===== config.mk =====
export PLATFORM = sky130hd
export DESIGN_NAME = axi_lite_arbiter
export DESIGN_NICKNAME = d
export VERILOG_FILES = /design/src/rtl/axi_lite_arbiter.sv
export SDC_FILE = /design/constraint.sdc
export NUM_CORES = 1
export LEC_CHECK = 0
export CORE_AREA = 2 2 169 171
export CTS_CLUSTER_SIZE = 16
export DETAILED_ROUTE_END_ITERATION = 6
export DIE_AREA = 0 0 171 173
export PLACE_DENSITY = 0.53
export SKIP_CTS_REPAIR_TIMING = 1
export SYNTH_ARGS = -nofsm -noshare
export SYNTH_HDL_FRONTEND = slang
export SYNTH_HIERARCHICAL = 1
export SYNTH_SLANG_ARGS = --single-unit

===== constraint.sdc =====
create_clock -name clk -period 1.7 [get_ports clk]
set_clock_uncertainty 0.2 [all_clocks]
set_input_delay 0.34 -clock clk [delete_from_list [all_inputs] [get_ports clk]]
set_output_delay 0.34 -clock clk [all_outputs]
set_load 0.01 [all_outputs]

===== src/rtl/axi_lite_arbiter.sv =====
// Round-robin arbiter sharing one AXI4-Lite downstream path between NUM_MASTERS
// upstream masters. One transaction in flight; the grant is held until its response completes.

module axi_lite_arbiter_lane #(
  parameter int DATA_WIDTH = 32
) (
  input  logic                  gnt,
  input  logic                  ph_rd_addr,
  input  logic                  ph_rd_data,
  input  logic                  ph_wr_addr,
  input  logic                  ph_wr_resp,
  input  logic                  aw_done,
  input  logic                  w_done,
  input  logic                  s_arready,
  input  logic                  s_rvalid,
  input  logic [DATA_WIDTH-1:0] s_rdata,
  input  logic [1:0]            s_rresp,
  input  logic                  s_awready,
  input  logic                  s_wready,
  input  logic                  s_bvalid,
  input  logic [1:0]            s_bresp,
  output logic                  m_arready,
  output logic                  m_rvalid,
  output logic [DATA_WIDTH-1:0] m_rdata,
  output logic [1:0]            m_rresp,
  output logic                  m_awready,
  output logic                  m_wready,
  output logic                  m_bvalid,
  output logic [1:0]            m_bresp
);
  logic rd_sel, wr_sel;

  assign rd_sel    = gnt & ph_rd_data;
  assign wr_sel    = gnt & ph_wr_resp;

  // A channel that already completed its handshake must not see ready again.
  assign m_arready = gnt & ph_rd_addr & s_arready;
  assign m_awready = gnt & ph_wr_addr & ~aw_done & s_awready;
  assign m_wready  = gnt & ph_wr_addr & ~w_done & s_wready;

  assign m_rvalid  = rd_sel & s_rvalid;
  assign m_rdata   = rd_sel ? s_rdata : '0;
  assign m_rresp   = rd_sel ? s_rresp : '0;
  assign m_bvalid  = wr_sel & s_bvalid;
  assign m_bresp   = wr_sel ? s_bresp : '0;
endmodule

module axi_lite_arbiter #(
  parameter int NUM_MASTERS = 2,
  parameter int ADDR_WIDTH  = 32,
  parameter int DATA_WIDTH  = 32
) (
  input  logic                                    clk,
  input  logic                                    reset,
  // upstream masters, index = requester id
  input  logic [NUM_MASTERS-1:0][ADDR_WIDTH-1:0]   m_araddr,
  input  logic [NUM_MASTERS-1:0]                   m_arvalid,
  output logic [NUM_MASTERS-1:0]                   m_arready,
  output logic [NUM_MASTERS-1:0][DATA_WIDTH-1:0]   m_rdata,
  output logic [NUM_MASTERS-1:0][1:0]              m_rresp,
  output logic [NUM_MASTERS-1:0]                   m_rvalid,
  input  logic [NUM_MASTERS-1:0]                   m_rready,
  input  logic [NUM_MASTERS-1:0][ADDR_WIDTH-1:0]   m_awaddr,
  input  logic [NUM_MASTERS-1:0]                   m_awvalid,
  output logic [NUM_MASTERS-1:0]                   m_awready,
  input  logic [NUM_MASTERS-1:0][DATA_WIDTH-1:0]   m_wdata,
  input  logic [NUM_MASTERS-1:0][DATA_WIDTH/8-1:0] m_wmask,
  input  logic [NUM_MASTERS-1:0]                   m_wvalid,
  output logic [NUM_MASTERS-1:0]                   m_wready,
  output logic [NUM_MASTERS-1:0][1:0]              m_bresp,
  output logic [NUM_MASTERS-1:0]                   m_bvalid,
  input  logic [NUM_MASTERS-1:0]                   m_bready,
  // downstream path to the crossbar
  output logic [ADDR_WIDTH-1:0]                    s_araddr,
  output logic                                     s_arvalid,
  input  logic                                     s_arready,
  input  logic [DATA_WIDTH-1:0]                    s_rdata,
  input  logic [1:0]                               s_rresp,
  input  logic                                     s_rvalid,
  output logic                                     s_rready,
  output logic [ADDR_WIDTH-1:0]                    s_awaddr,
  output logic                                     s_awvalid,
  input  logic                                     s_awready,
  output logic [DATA_WIDTH-1:0]                    s_wdata,
  output logic [DATA_WIDTH/8-1:0]                  s_wmask,
  output logic                                     s_wvalid,
  input  logic                                     s_wready,
  input  logic [1:0]                               s_bresp,
  input  logic                                     s_bvalid,
  output logic                                     s_bready
);
  localparam int PW = $clog2(NUM_MASTERS);

  typedef enum logic [2:0] {IDLE, RD_ADDR, RD_DATA, WR_ADDR, WR_RESP} state_t;

  state_t               state;
  logic [PW-1:0]        grant, rr_ptr;
  logic                 aw_done, w_done;
  logic [NUM_MASTERS-1:0] req;
  logic [PW-1:0]        win, win_nxt;
  logic                 win_found;
  logic                 ph_rd_addr, ph_rd_data, ph_wr_addr, ph_wr_resp;
  logic                 ar_fire, r_fire, aw_fire, w_fire, b_fire;

  assign req = m_arvalid | m_awvalid;

  // Rotating priority search starting at rr_ptr, wrap done by subtraction.
  always_comb begin
    logic [PW:0] idx;
    idx       = '0;
    win       = '0;
    win_found = 1'b0;
    for (int k = 0; k < NUM_MASTERS; k++) begin
      idx = {1'b0, rr_ptr} + (PW+1)'(k);
      if (idx >= (PW+1)'(NUM_MASTERS)) idx = idx - (PW+1)'(NUM_MASTERS);
      if (!win_found && req[idx[PW-1:0]]) begin
        win_found = 1'b1;
        win       = idx[PW-1:0];
      end
    end
  end

  assign win_nxt    = (win == PW'(NUM_MASTERS-1)) ? '0 : win + 1'b1;

  assign ph_rd_addr = (state == RD_ADDR);
  assign ph_rd_data = (state == RD_DATA);
  assign ph_wr_addr = (state == WR_ADDR);
  assign ph_wr_resp = (state == WR_RESP);

  // Granted master is steered straight through; valids are gated by phase.
  assign s_araddr  = m_araddr[grant];
  assign s_arvalid = ph_rd_addr & m_arvalid[grant];
  assign s_rready  = ph_rd_data & m_rready[grant];
  assign s_awaddr  = m_awaddr[grant];
  assign s_awvalid = ph_wr_addr & ~aw_done & m_awvalid[grant];
  assign s_wdata   = m_wdata[grant];
  assign s_wmask   = m_wmask[grant];
  assign s_wvalid  = ph_wr_addr & ~w_done & m_wvalid[grant];
  assign s_bready  = ph_wr_resp & m_bready[grant];

  assign ar_fire = s_arvalid & s_arready;
  assign r_fire  = s_rvalid & s_rready;
  assign aw_fire = s_awvalid & s_awready;
  assign w_fire  = s_wvalid & s_wready;
  assign b_fire  = s_bvalid & s_bready;

  always_ff @(posedge clk or negedge reset) begin
    if (!reset) begin
      state   <= IDLE;
      grant   <= '0;
      rr_ptr  <= '0;
      aw_done <= 1'b0;
      w_done  <= 1'b0;
    end else begin
      case (state)
        IDLE: if (win_found) begin
          grant  <= win;
          rr_ptr <= win_nxt;
          state  <= m_awvalid[win] ? WR_ADDR : RD_ADDR;
        end
        RD_ADDR: if (ar_fire) state <= RD_DATA;
        RD_DATA: if (r_fire)  state <= IDLE;
        WR_ADDR: begin
          if ((aw_done | aw_fire) && (w_done | w_fire)) begin
            state   <= WR_RESP;
            aw_done <= 1'b0;
            w_done  <= 1'b0;
          end else begin
            if (aw_fire) aw_done <= 1'b1;
            if (w_fire)  w_done  <= 1'b1;
          end
        end
        WR_RESP: if (b_fire) state <= IDLE;
        default: state <= IDLE;
      endcase
    end
  end

  for (genvar i = 0; i < NUM_MASTERS; i++) begin : g_lane
    axi_lite_arbiter_lane #(.DATA_WIDTH(DATA_WIDTH)) u_lane (
      .gnt        (grant == PW'(i)),
      .ph_rd_addr (ph_rd_addr),
      .ph_rd_data (ph_rd_data),
      .ph_wr_addr (ph_wr_addr),
      .ph_wr_resp (ph_wr_resp),
      .aw_done    (aw_done),
      .w_done     (w_done),
      .s_arready  (s_arready),
      .s_rvalid   (s_rvalid),
      .s_rdata    (s_rdata),
      .s_rresp    (s_rresp),
      .s_awready  (s_awready),
      .s_wready   (s_wready),
      .s_bvalid   (s_bvalid),
      .s_bresp    (s_bresp),
      .m_arready  (m_arready[i]),
      .m_rvalid   (m_rvalid[i]),
      .m_rdata    (m_rdata[i]),
      .m_rresp    (m_rresp[i]),
      .m_awready  (m_awready[i]),
      .m_wready   (m_wready[i]),
      .m_bvalid   (m_bvalid[i]),
      .m_bresp    (m_bresp[i])
    );
  end
endmodule


# --- Word level (Yosys, flattened, before mapping) ---
# Index checks and enable logic that the tools add are counted.
word_totals:
  elab_cells: 122
  out_inout_bits: 187
  inputBits: 253
  regBits: 7
op_classes:
  addsub: 4
  bitwise_logic: 40
  eq_ne: 9
  n_lt_le_gt_ge: 6
  n_reduce_logical: 10
  muxes: 48
ops:
  columns: ["op", "n"]
  rows:
  - ["$mux W32", 8]
  - ["$and A1 B1 Y1", 34]
  - ["$mux W1", 27]
  - ["$mux W3", 5]
  - ["$pmux W3 S5", 1]
  - ["$mux W2", 5]
  - ["$ne A2 B2 Y1 const B", 5]
  - ["$lt A1 B2 Y1 const B", 4]
  - ["$mux W4", 2]
  - ["$eq A3 B2 Y1 const B", 2]
  - ["$reduce_and A2 Y1", 3]
  - ["$reduce_and A5 Y1", 1]
  - ["$reduce_bool A2 Y1", 2]
  - ["$eq A3 B1 Y1 const B", 1]
  - ["$eq A3 B3 Y1 const B", 1]
  - ["$logic_not A3 Y1", 1]
  - ["$not A1 Y1", 3]
  - ["$add A1 B1 Y2 const B", 1]
  - ["$ge A1 B2 Y1 const B", 1]
  - ["$ge A2 B2 Y1 const B", 1]
  - ["$logic_and A1 B1 Y1", 2]
  - ["$or A1 B1 Y1", 2]
  - ["$or A2 B2 Y2", 1]
  - ["$sub A1 B1 Y1 const B", 2]
  - ["other kinds (2)", 2]

# --- Logic depth before layout (Yosys ltp) ---
# Gate-level depths: netlist of the first run.
logic_depth:
  depth_word: 13
  mapped_depth: 6
  depth_no_buf: 5

# --- By module ---
# Netlist of the first run, hierarchy kept.
by_module_without_submodules:
  columns: ["module", "instances", "cells_each", "area_each_um2", "seq_area_each_um2"]
  rows:
  - ["axi_lite_arbiter", 1, 173, 1727.9, 175.2]
  - ["axi_lite_arbiter_lane", 2, 48, 342.8, 0.0]

# --- Worst setup path after synthesis of the first run ---
# No wires, ideal clock.
synth_path:
  path_kind: "register to output"
  startpoint: "reg grant"
  endpoint: "out m_wready[0]"
  path_slack_ns: -0.216
  t_arrival_ns: 1.376
  n_path_buf: 4
  path_stages_with_launch: 7
  t_required_ns: 1.160
  path_cell_list: "dfrtp_1 buf_6 buf_2 buf_2 inv_1 clkbuf_2 and4b_1"
synth_via:
  elab_chain_cells: 4
synth_lines:
  columns: ["element", "line", "text"]
  rows:
  - ["start: declaration", "97", "logic [PW-1:0] grant, rr_ptr;"]
  - ["start signal: assignment", "157", "grant <= win;"]
  - ["$not A1 Y1", "181", ".gnt (grant == PW'(i)),"]
  - ["$and A1 B1 Y1 (3 in a row)", "39", "assign m_wready = gnt & ph_wr_addr & ~w_done & s_wready;"]
  - ["end: declaration", "69", "output logic [NUM_MASTERS-1:0] m_wready,"]
# Every way passes these cells.

==> flow_summary.ini, run 1 <==
[status]
status = finished, violations left
violations = negative setup slack

[floorplanning]
floorplan.initialDensity = 0.0874
core_area_sq_um = 27600
die_x_um = 171
num_io_pins = 440
die_area_sq_um = 29600
chipHeight_um = 173
fp-row-count = 61

[sta]
maxSlewHeadroom = 0.728
setup_viol = 192
rsz0062_at_grt = true
setup_ws_ns = -0.646
whs_ns = 0.205
fin_crit_sh = 1.38
fin_crit_ns = 2.35
worst_pin_slew_ns = 0.407
max_freq_mhz = 426
final_max_slew_viol_count = 0
finalSetupTns_ns = -80.25
hold_viol_final = 0

[synthesis]
synth_fp_nets = 522
synth_ff_type = dfrtp_1
yosys_warnings = 6
synth_cell_types = 33
netlist.area_leader.share = 0.471
async_flop_share = 1.00
yosysSeqAreaShare = 0.0726
synth.area.top_cells = mux2_2 (47%), and3_2 (22%), dfrtp_1 (7.3%)
synth_area_sq_um = 2410
ys_ff_latch = 7
synth_top_area_cell = mux2_2
synth_edf_count = 0
syn_avg_cell_area_sq_um = 8.97
synthCells = 269

[routing]
via_per_inst = 3.67
drc = 0
wl_per_cell_um = 18.5
postRouteAntennaNets = 0
routed_wl_um = 21500
first_pass_iters = 4
vias = 4267
drt_iter0_markers = 70

[critical_path]
cp-end-kind = output pin
path_cells = and2_4 -> buf_12 -> buf_4 -> buf_6 -> clkbuf_16 -> buf_4 -> and3_2 -> clkbuf_2
worstPathArrival_ns = 1.81
slowest_delay_ns = 0.41
critical_path.slowest_cell = dfrtp_2
cp_max_fo = 8
cpMostUsedCell = buf_4
crit_family = buffers and inverters
start_kind = register
crit_type = register to output pin
path_buf_inv = 6
critPathRequiredTime_ns = 1.16

[placement]
hpwlAfterDp_um = 17400
gp_congestion = 0.796
numPortBuffers = 439
placed_area_sq_um = 7610

[run]
cap_violations = 0

[grt]
grt_pass1_vias = 4077
grt_use_total = 0.121
grt_pass1_wl_um = 26700
grt_antenna_before_repair = 2
overflow = 0
grt_max_degree = 59

[clock_tree]
cts_max_level = 1
clkLatencyLatePin_ns = 0.23
clk_transition_reported_paths_ns = 0.04
cts.sinks = 7
cts-root-buf = clkbuf_16
cts_buffers = 3
cts_tree = yes
cts.path.max_buffers = 2

[power_and_ir_drop]
power-per-cell-area_nw_per_um2 = 1170
ir_worst_vdd_uv = 387
p_leak_nw = 4.61

[cells_and_area]
area_growth_syn_to_layout_pct = 253
fillers = 2949
drive_above_1_share = 0.500
fin_nets = 1036
postLayoutCellArea_sq_um = 8520

[min_path]
hp-class = input pin to asynchronous set/reset pin
## sequential cells by signal, indices dropped and copies added (netlist names)
signal,count
rr_ptr,1
w_done,1
grant,1
aw_done,1
state,3
## cell usage after synthesis, drive strengths merged (3+ instances only)
library cell and instances:
nor2 9, nand2 4, mux2 102, nor2b 3, a31oi 4, o21ai 4, and4b 4, inv 4
dfrtp 7, and3 78, buf 20, mux2i 3, clkbuf 8
## cell usage in the layout, fill, tap and decap left out, types with 3 or more instances in the layout
master,Yosys,final
a31oi_1,4,3
and3_1,8,4
and3_2,70,58
and3_4,0,16
and4b_1,4,4
buf_12,0,8
buf_2,18,8
buf_4,1,60
buf_6,1,51
buf_8,0,7
clkbuf_16,0,10
clkbuf_2,8,48
clkdlybuf4s50_1,0,248
dfrtp_1,7,5
dlymetal6s2s_1,0,98
mux2_2,101,96
mux2_4,1,6
mux2i_2,0,3
nand2_1,4,4
nor2_1,9,8
nor2b_1,3,3
## power breakdown
group / internal, mW / switching, mW / leakage [nW] / total [mW]
registers: 0.258 / 0.106 / 0.0832 / 0.364
logic: 5.50 / 3.70 / 4.49 / 9.20
clock network: 0.313 / 0.0973 / 0.0382 / 0.410
## path summary, 6_finish.rpt
check	startpoint	endpoint	slack, ns	cells past startpoint
min in group clk	rr_ptr$_DFFE_PN0P_	rr_ptr$_DFFE_PN0P_	0.35	1
setup reg to reg	grant$_DFFE_PN0P_	state[1]$_DFFE_PN0P_	-0.44	9
hold reg to reg	rr_ptr$_DFFE_PN0P_	rr_ptr$_DFFE_PN0P_	0.35	1
hold / removal	reset	aw_done$_DFFE_PN0P_	0.21	1
setup / recovery	state[1]$_DFFE_PN0P_	m_rdata[1]	-0.65	8
max in group asynchronous	reset	grant$_DFFE_PN0P_	0.77	1
## logic make-up (layout without fill, tap and decap cells)
group | after synthesis | count (layout) | share of synthesized area
AND/OR/NAND/NOR | 109 | 109 | 0.322
multiplexers | 105 | 105 | 0.490
buffers and inverters | 32 | 545 | 0.0679
AO/OA/AOI/OAI | 16 | 16 | 0.0477
flip-flops | 7 | 7 | 0.0726
other | 0 | 2 | 0
## through the flow
step	instances	util	power (mW)	worst slack [ns]
CTS	1107	0.278	8.50	-0.791
global route	1162	0.308	10.6	-0.690
detailed placement	1103	0.275	8.03	-0.574
global placement	1103	0.275	8.05	-0.573
floorplan	269	-	3.93	-0.0519
finish	1162	0.308	9.97	-0.646
## worst reg2reg max path, cell delays in order, from the launching register on
cell	delay (ns)
dfrtp_4	0.52
buf_12	0.15
clkbuf_16	0.15
buf_8	0.13
buf_6	0.12
mux2i_2	0.15
buf_4	0.14
o21ai_4	0.17
and2_4	0.17
a41oi_2	0.10
## metal layers
metal	track usage	vias up	part of all wire
met4	0.0526	0	0.026
met2	0.207	257	0.50
met3	0.0391	22	0.091
met1	0.137	1940	0.38
met5	0	-	0
li1	-	2048	-
## final cells by class
type	count	area [sq um]	area share
Antenna cell	2	5.00	0.000587
Clock buffer	4	78.8	0.00925
Inverter	4	27.5	0.00323
Multi-Input combinational cell	230	2250	0.264
Sequential cell	7	180	0.0211
Tap cell	378	473	0.0555
Timing Repair Buffer	537	5510	0.646
No activity file was read; power rests on OpenSTA's default activity.
==> run 2, diff against run 1 <==
==> constraint.sdc (replaced) <==
create_clock -name clk -period 2.04 [get_ports clk]
set_clock_uncertainty 0.2 [all_clocks]
set_input_delay 0.408 -clock clk [delete_from_list [all_inputs] [get_ports clk]]
set_output_delay 0.408 -clock clk [all_outputs]
set_load 0.01 [all_outputs]
==> run 2 against run 1 <==
- the flow still finishes with violations (negative setup slack)
- combinational power decreased by 8.4%
- global-route usage decreased by 0.51 points
- first-iteration DRC count decreased by 19%
- sequential power decreased by 12%
- die area unchanged
==> flow_summary.ini, run 2 (synthesis results as in run 1) <==
[routing]
vias = 4233
postRouteAntennaNets = 0
routed_wl_um = 21700
drc = 0
via_per_inst = 3.68
drt_iter0_markers = 57
first_pass_iters = 4
wl_per_cell_um = 18.9

[sta]
worst_pin_slew_ns = 0.383
fin_crit_sh = 1.11
final_max_slew_viol_count = 0
setup_ws_ns = -0.234
finalSetupTns_ns = -29.47
max_freq_mhz = 440
rsz0062_at_grt = true
maxSlewHeadroom = 0.744
setup_viol = 188
fin_crit_ns = 2.27
hold_viol_final = 0

[cells_and_area]
area_growth_syn_to_layout_pct = 251
regMostFlops = state
antenna_cells = 0
largest_reg_flops = 3
drive_above_1_share = 0.612
layout_common_cells = clkdlybuf4s50_1 (252), buf_6 (126), mux2_2 (74), clkbuf_2 (68), and3_4 (39)
final_common_cell = clkdlybuf4s50_1
fin_nets = 1025
postLayoutCellArea_sq_um = 8480

[critical_path]
crit_type = register to output pin
critPathRequiredTime_ns = 1.43
worstPathArrival_ns = 1.67
cp-end-kind = output pin
start_kind = register
cp_max_fo = 6

[floorplanning]
num_io_pins = 440
die_x_um = 171
die_area_sq_um = 29600
core_area_sq_um = 27600
chipHeight_um = 173
floorplan.initialDensity = 0.0874
fp-row-count = 61

[grt]
grt_pass1_wl_um = 25800
grt_antenna_before_repair = 0
grt_pass1_vias = 3975
grt_max_degree = 72
overflow = 0
grt_use_total = 0.116

[placement]
gp_congestion = 0.813
numPortBuffers = 439
hpwlAfterDp_um = 16700
dp_slack_ns = -0.455
placed_area_sq_um = 7540

[clock_tree]
cts_tree = yes
cts_buffers = 3
clk_transition_reported_paths_ns = 0.04
cts.path.max_buffers = 2
clkLatencyLatePin_ns = 0.24
cts.sinks = 7
cts-root-buf = clkbuf_16
cts_max_level = 1

[power_and_ir_drop]
p_leak_nw = 3.77
ir_worst_vdd_uv = 412
power-per-cell-area_nw_per_um2 = 1070

[status]
status = finished, violations left
violations = negative setup slack

[run]
cap_violations = 0

[min_path]
hp-class = input pin to asynchronous set/reset pin
-- run 2: cell count changes in the layout (fill, tap and decap cells not counted), sizes merged, moves of 2 or more --
cell / before / now
buf: 136 / 193
clkbuf: 59 / 85
clkdlybuf4s50: 248 / 252
diode: 2 / 0
dlymetal6s2s: 98 / 0
-- run 2: worst max-delay path: stages (launching register included) --
cell and delay (ns):
dfrtp_4 0.54, buf_12 0.16, clkbuf_16 0.16, buf_8 0.13, mux2_4 0.30, buf_6 0.13
-- run 2: worst paths after layout --
path | start | end | slack (ns) | cells after the start
max | grant$_DFFE_PN0P_ | s_awaddr[14] | -0.23 | 5
min | reset | grant$_DFFE_PN0P_ | 0.26 | 1
max reg2reg | grant$_DFFE_PN0P_ | state[1]$_DFFE_PN0P_ | -0.07 | 8
min reg2reg | rr_ptr$_DFFE_PN0P_ | rr_ptr$_DFFE_PN0P_ | 0.33 | 1
max in group asynchronous | reset | grant$_DFFE_PN0P_ | 1.07 | 1
min in group clk | rr_ptr$_DFFE_PN0P_ | rr_ptr$_DFFE_PN0P_ | 0.33 | 1
-- run 2: area by class of cell --
class | count | area [sq um]
Clock buffer | 4 | 78.8
Fill cell | 2961 | 19100
Inverter | 4 | 21.3
Multi-Input combinational cell | 230 | 2410
Sequential cell | 7 | 179
Tap cell | 378 | 473
Timing Repair Buffer | 526 | 5330
-- run 2: power by group --
group	leakage [nW]	total (mW)	switching (mW)	internal (mW)
clock	0.0382	0.344	0.0835	0.261
combinational	3.65	8.43	3.41	5.02
sequential	0.0841	0.320	0.107	0.213
-- run 2: per-layer routing --
| metal | GRT usage | part of all wire |
|---|---|---|
| met3 | 0.0389 | 0.079 |
| met2 | 0.222 | 0.53 |
| met5 | 0 | 0 |
| met1 | 0.122 | 0.38 |
| met4 | 0.0205 | 0.0087 |
-- run 2: metrics by stage --
stage	total power, mW	instances	util	hold slack (ns)
after floorplan	3.04	269	-	-0.0876
after global placement	6.56	1099	0.273	0.324
after detailed placement	6.55	1099	0.273	0.324
after CTS	6.92	1103	0.276	0.266
after global routing	9.56	1149	0.307	0.292
final	9.09	1149	0.307	0.260
